### src/rtl/instr_fetch_ctrl.sv
// ----------------------------------------------------------------------------
// instr_fetch_ctrl
//
// Instruction fetch controller for the single-cycle MIPS core. Owns the program
// counter, drives the word-addressed instruction ROM, registers each fetched
// word together with its PC and hands it to decode under a stall/redirect
// protocol. Counts delivered instructions (saturating at 16'hFFFF).
//
// Optional feature (compile-time macro FETCH_HALT_DETECT_EN):
//   defined     - a normal capture of HALT_WORD moves the controller to HALT.
//   not defined - HALT_WORD is an ordinary instruction; halted is tied low.
//
// Parameters:
//   RESET_PC   PC loaded on reset (bits [1:0] must be 0)
//   HALT_WORD  instruction word recognised as the branch-to-self halt idiom
//
// Ports:
//   clk            in   rising-edge clock
//   rst_n          in   asynchronous active-low reset
//   en             in   run enable (level)
//   stall          in   decode not ready; hold all fetch state
//   redirect_valid in   load redirect_pc this cycle
//   redirect_pc    in   target PC, bits [1:0] ignored
//   imem_addr      out  byte address to ROM (the PC register)
//   imem_rdata     in   ROM word, combinational from imem_addr
//   instr_out      out  registered instruction
//   pc_out         out  PC of instr_out
//   instr_valid    out  instr_out/pc_out hold a live instruction
//   halted         out  controller is in HALT
//   fetch_count    out  instructions delivered, saturating
// ----------------------------------------------------------------------------
module instr_fetch_ctrl #(
    parameter logic [31:0] RESET_PC  = 32'h0000_0000,
    parameter logic [31:0] HALT_WORD = 32'h1000_FFFF
) (
    input  logic        clk,
    input  logic        rst_n,
    input  logic        en,
    input  logic        stall,
    input  logic        redirect_valid,
    input  logic [31:0] redirect_pc,
    output logic [31:0] imem_addr,
    input  logic [31:0] imem_rdata,
    output logic [31:0] instr_out,
    output logic [31:0] pc_out,
    output logic        instr_valid,
    output logic        halted,
    output logic [15:0] fetch_count
);

`ifdef FETCH_HALT_DETECT_EN
    localparam bit HaltDetect = 1'b1;
`else
    localparam bit HaltDetect = 1'b0;
`endif

    typedef enum logic [1:0] {StIdle, StRun, StHalt} state_e;

    state_e      state_q, state_d;
    logic [31:0] pc_q, pc_d;
    logic [31:0] instr_q, instr_d;
    logic [31:0] pc_out_q, pc_out_d;
    logic        valid_q, valid_d;
    logic [15:0] count_q, count_d;
    logic [31:0] redirect_target;

    // Masking keeps every redirect_pc bit in use while forcing word alignment.
    assign redirect_target = redirect_pc & ~32'h3;

    always_ff @(posedge clk or negedge rst_n) begin
        if (!rst_n) begin
            state_q  <= StIdle;
            pc_q     <= RESET_PC;
            instr_q  <= 32'h0;
            pc_out_q <= 32'h0;
            valid_q  <= 1'b0;
            count_q  <= 16'h0;
        end else begin
            state_q  <= state_d;
            pc_q     <= pc_d;
            instr_q  <= instr_d;
            pc_out_q <= pc_out_d;
            valid_q  <= valid_d;
            count_q  <= count_d;
        end
    end

    always_comb begin
        state_d  = state_q;
        pc_d     = pc_q;
        instr_d  = instr_q;
        pc_out_d = pc_out_q;
        valid_d  = valid_q;
        count_d  = count_q;
        unique case (state_q)
            StIdle: begin
                valid_d = 1'b0;
                if (en) state_d = StRun;
            end
            StRun: begin
                if (!en) begin
                    state_d = StIdle;
                    valid_d = 1'b0;
                end else if (redirect_valid) begin
                    // Word currently on imem_rdata belongs to the old path: drop it.
                    pc_d    = redirect_target;
                    valid_d = 1'b0;
                end else if (!stall) begin
                    instr_d  = imem_rdata;
                    pc_out_d = pc_q;
                    valid_d  = 1'b1;
                    pc_d     = pc_q + 32'd4;
                    if (count_q != 16'hFFFF) count_d = count_q + 16'd1;
                    // The halt word itself is still delivered this cycle.
                    if (HaltDetect && (imem_rdata == HALT_WORD)) state_d = StHalt;
                end
            end
            StHalt: begin
                if (redirect_valid) begin
                    state_d = StRun;
                    pc_d    = redirect_target;
                    valid_d = 1'b0;
                end else if (!stall) begin
                    valid_d = 1'b0;
                end
            end
            default: state_d = StIdle;
        endcase
    end

    assign imem_addr   = pc_q;
    assign instr_out   = instr_q;
    assign pc_out      = pc_out_q;
    assign instr_valid = valid_q;
    assign fetch_count = count_q;
    assign halted      = HaltDetect && (state_q == StHalt);

endmodule

### config.mk
export PLATFORM = sky130hd
export DESIGN_NAME = instr_fetch_ctrl
export DESIGN_NICKNAME = d
export VERILOG_FILES = /design/src/rtl/instr_fetch_ctrl.sv
export SDC_FILE = /design/constraint.sdc
export NUM_CORES = 1
export LEC_CHECK = 0
export ABC_AREA = 1
export CORE_UTILIZATION = 46
export CTS_CLUSTER_SIZE = 30
export DETAILED_ROUTE_END_ITERATION = 12
export GPL_ROUTABILITY_DRIVEN = 0
export PLACE_DENSITY_LB_ADDON = 0.2
export SLEW_MARGIN = 0
export SYNTH_ARGS = -nofsm -noshare
export SYNTH_HDL_FRONTEND = slang
export SYNTH_SLANG_ARGS = --single-unit
### constraint.sdc
create_clock -name clk -period 4.26 [get_ports clk]
set_input_delay 1.278 -clock clk [delete_from_list [all_inputs] [get_ports clk]]
set_output_delay 1.278 -clock clk [all_outputs]
set_load 0.01 [all_outputs]
== Yosys cells after proc, flatten, opt, wreduce, memory -nomap -nowiden ==
Index checks and enable logic that the tools add are counted.

* Bits in registers: 115
* Input port bits: 69
* Logic and storage cells: 43

* Add/sub/neg operators: 2
* Eq/ne operators: 10
* Multiplexer cells: 15
* Bitwise operators: 2
* Reductions and logical operators: 8

{| class="wikitable"
|+ Operator list
! cell !! number
|-
| $mux 32 || 4
|-
| $pmux 32 s2 || 1
|-
| $add 32x3->32 const B || 1
|-
| $add 16x1->16 const B || 1
|-
| $ne 16x16->1 const B || 1
|-
| $ne 2x2->1 const B || 4
|-
| $reduce_and 4->1 || 2
|-
| $mux 2 || 3
|-
| $ne 3x3->1 const B || 2
|-
| $pmux 2 s3 || 1
|-
| $reduce_and 3->1 || 2
|-
| $mux 1 || 5
|-
| $reduce_and 5->1 || 1
|-
| $ne 4x4->1 const B || 1
|-
| $pmux 1 s3 || 1
|-
| $reduce_bool 3->1 || 1
|-
| $eq 2x1->1 const B || 1
|-
| $eq 2x2->1 const B || 1
|-
| $logic_not 2->1 || 1
|-
| $not 1->1 || 2
|-
| $reduce_bool 2->1 || 1
|}

== Logic depth before layout (Yosys ltp) ==
* Word-level depth: 5
* Mapped depth: 11
* Depth with buffers taken out: 11

== Least setup slack after synthesis ==
Ideal clock, no wire load.

* Kind: input-to-reg
* From: input port en
* To: register pc_q[6], in the netlist imem_addr[6]
* Data arrival time: 2203 ps
* Path slack: 1936 ps
* Stages: 8
* Path buffers: 2
* Cell sequence: inv_1 ha_1 nor2_1 o21ai_1 buf_2 buf_2 a22oi_1 inv_1

* Word-level cells in the longest chain between the ends: 2

{| class="wikitable"
|+ RTL lines
! what !! RTL line !! RTL
|-
| start, declared || 38 || <nowiki>input logic en,</nowiki>
|-
| $ne 2x2->1 (no source line) || - ||
|-
| $reduce_and 4->1 (no source line) || - ||
|-
| end signal, assigned || 80 || <nowiki>pc_q <= pc_d;</nowiki>
|-
| end, declared || 60 || <nowiki>logic [31:0] pc_q, pc_d;</nowiki>
|}

Every way passes these cells.
A chain may end at the register's enable or synchronous reset.

== Worst setup path after layout ==
* From: input port en
* To: register count_q[6], in the netlist fetch_count[6]

* Word-level cells in the longest chain between the ends: 1

{| class="wikitable"
|+ RTL lines
! what !! RTL line !! RTL
|-
| $reduce_and 5->1 (no source line) || - ||
|-
| end signal, assigned || 84 || <nowiki>count_q <= count_d;</nowiki>
|-
| end, declared || 64 || <nowiki>logic [15:0] count_q, count_d;</nowiki>
|}

Every way passes these cells.

==> results_dict.tcl <==
set metrics [dict create \
    rr_worst_depth 8 \
    synth_cell_types 35 \
    antenna_found_initial 0 \
    setup_viol_count_final 0 \
    fp-row-count 40 \
    first_iter_violations 390 \
    maxSlewViolCount 0 \
    yosys_warnings 0 \
    wl_mm 15.23 \
    layout.nets 1016 \
    overflow 0 \
    initial_utilization_pct 47.35 \
    dpl_cell_area_um2 7580 \
    grt_usage_pct 24.98 \
    fillerInstances 1074 \
    firstDrtPassIters 5 \
    syn2layout_area_growth_pct 37.79 \
    status "completed" \
    synth-seq-cells 110 \
    ctsHoldBuffers 0 \
    slowest_stage "clkdlybuf4s50_1" \
    crit_top_cell "nand2_1" \
    cts.path.max_buffers 2 \
    grt_max_degree 63 \
    finalSetupTns_ns 0 \
    clock_skew_ns 0.004055 \
    root_buffer "clkbuf_16" \
    p_leak_uw 0.003689 \
    critPathKind "in2reg" \
    synth_cells 779 \
    die_h_um 113.4 \
    crit_required_ns 4.50 \
    cp.arrival_ns 3.20 \
    drt-vias-per-instance 4.907 \
    wl_per_cell_um 13.67 \
    drc 0 \
    min_path_cells 2 \
    holdCritStartpoint "instr_out[4]$_DFFE_PN0P_" \
    hold_viol_final 0 \
    hold_end "instr_out[4]$_DFFE_PN0P_" \
    ctsHtreeMaxLevel 3 \
    ctsResizeCount 0 \
    port_buffers 175 \
    cp_max_fo 30 \
    hold_class "reg2reg" \
    cp_slowest_stage_delay_ns 0.49 \
    worstMarginPinSlew_ns 0.6997 \
    grt_pass1_vias 5054 \
    cts_tree "done" \
    netlist.area_leader.share_pct 48.19 \
    crit_chain "clkdlybuf4s50_1 -> ha_1 -> nand3_4 -> inv_2 -> nand2_4 -> inv_4 -> nand2_1 -> nand2_1 -> nand2_1" \
    cap_violations 0 \
    boundaryPins 183 \
    hpwl_mm 11.03 \
    vdd_drop_max_uv 522.6 \
    power_density_nw_per_um2 630.6 \
    postRouteAntennaNets 0 \
    dieArea_um2 12870 \
    fmax_ghz 0.3377 \
    r2r_setup_slack_ns 2.28 \
    fin_crit_sh_pct 69.51 \
    clk_pin_slew_ns 0.07 \
    synth_top_area_cell "dfrtp_1" \
    max_slew_margin_pct 53.35 \
    crit_path_end_kind "flop" \
    synthTopCellsByArea "dfrtp_1, nand2_1, nor2_1" \
    fin_crit_ns 2.961 \
    rsz0062_at_grt "false" \
    syn_area_um2 5712 \
    ys_seq_area_share_pct 48.19 \
    cts.sinks 110 \
    antennaDiodeCount 0 \
    post_route_cells_drive_above_1_share_pct 4.228 \
    syn-mean-instance-area_um2 7.332 \
    clkLatencyLatePin_ns 0.35 \
    postLayoutCellArea_um2 7870 \
    postCtsSetupBuffers 0 \
    num_vias 5466 \
    startpoint_type "input port" \
    worstReg2RegStart "state_q[0]$_DFFE_PN0P_" \
    cts_made_buffers 9 \
    core_um2 12060 \
    grt_pass1_wl_mm 25.03 \
    r2r_end "fetch_count[6]$_DFFE_PN0P_" \
    die_x_um 113.4 \
]
[cells in the final DEF, fill, tap and decap left out, types with 9 or more instances in the layout]
cell             synthesis  routed
inv_1                   63      63
nand3_1                 39      39
nand2_1                324     324
dfrtp_1                110     110
nor2_1                  83      83
o21ai_0                 60      60
clkbuf_16                0       9
a21oi_1                 11      11
clkdlybuf4s50_1          0     174
[flip-flops by register name, summed over array words and instances, names as in the netlist]
signal       count
instr_out       32
imem_addr       30
pc_out          30
fetch_count     16
instr_valid      1
state_q          1
[report_power, final]
part	switching, uW	internal [uW]
Sequential	403	1490
Clock	359	482
Combinational	1090	1140
[how the worst max path moves through the flow]
stage          startpoint  cells after the start  slack, ns                    endpoint
5_1_grt                en                      9       1.10  fetch_count[6]$_DFFE_PN0P_
3_5_place_dp           en                      9       0.91  fetch_count[6]$_DFFE_PN0P_
3_3_place_gp           en                      9       0.94  fetch_count[6]$_DFFE_PN0P_
6_report               en                      9       1.30  fetch_count[6]$_DFFE_PN0P_
4_1_cts                en                      9       1.29  fetch_count[6]$_DFFE_PN0P_
2_1_floorplan          en                      8       1.94    imem_addr[6]$_DFFE_PN0P_
[layer usage]
| layer | vias to the layer above | GRT usage (%) | share of wire, % |
|---|---|---|---|
| li1 | 2743 | - | - |
| met1 | 2512 | 33.37 | 45 |
| met2 | 185 | 39.51 | 45 |
| met3 | 26 | 5.154 | 7.0 |
| met4 | 0 | 11.05 | 2.5 |
| met5 | - | 0 | 0 |
[critical path, delay by kind of cell]
family / cells / cell delay, ns
and+or+nand+nor: 5 / 0.65
buffers and inverters: 3 / 1.06
adders and majority gates: 1 / 0.21
[final cells by class]
type	instances	area [um^2]	area share [%]
Tap cell	168	210.2	2.671
Timing Repair Buffer	181	1807	22.96
Clock inverter	1	30.03	0.3816
Multi-Input combinational cell	575	2560	32.53
Inverter	66	250.2	3.180
Clock buffer	13	260.3	3.307
Sequential cell	110	2753	34.98
[Yosys cell counts (all sizes together)]
master	number
xor2	5
dfrtp	110
a21oi	11
o21ai	63
inv	66
nor3	7
nand3	42
a31oi	1
clkbuf	14
o22ai	2
nand3b	4
o211ai	1
a22oi	2
nor2	89
conb	1
buf	18
xnor2	6
nand4	6
nand2	327
ha	4
[stage by stage]
step | total power (uW) | util, % | setup WS (ns) | std cells | hold slack, ns
2_1_floorplan | 2900 | - | 1.936 | 783 | 0.5049
3_3_place_gp | 4094 | 62.84 | 0.9355 | 1100 | 0.4601
3_5_place_dp | 4142 | 62.84 | 0.9114 | 1100 | 0.4638
4_1_cts | 5008 | 65.25 | 1.288 | 1114 | 0.4819
6_report | 4963 | 65.25 | 1.299 | 1114 | 0.4766
5_1_grt | 5345 | 65.25 | 1.097 | 1114 | 0.4944
[kinds of logic (layout without fill, tap and decap cells)]
family                   Yosys count  in the layout  synth area share, %
flip-flops                       110            110                48.19
AO/OA/AOI/OAI                     80             80                7.273
AND/OR/NAND/NOR                  475            475                34.46
buffers and inverters             98            261                7.317
adder cells (fa/ha/maj)            4              4               0.8763
other                              1              5              0.06565
XOR/XNOR                          11             11                1.818
(Power assumes the default switching activity.)
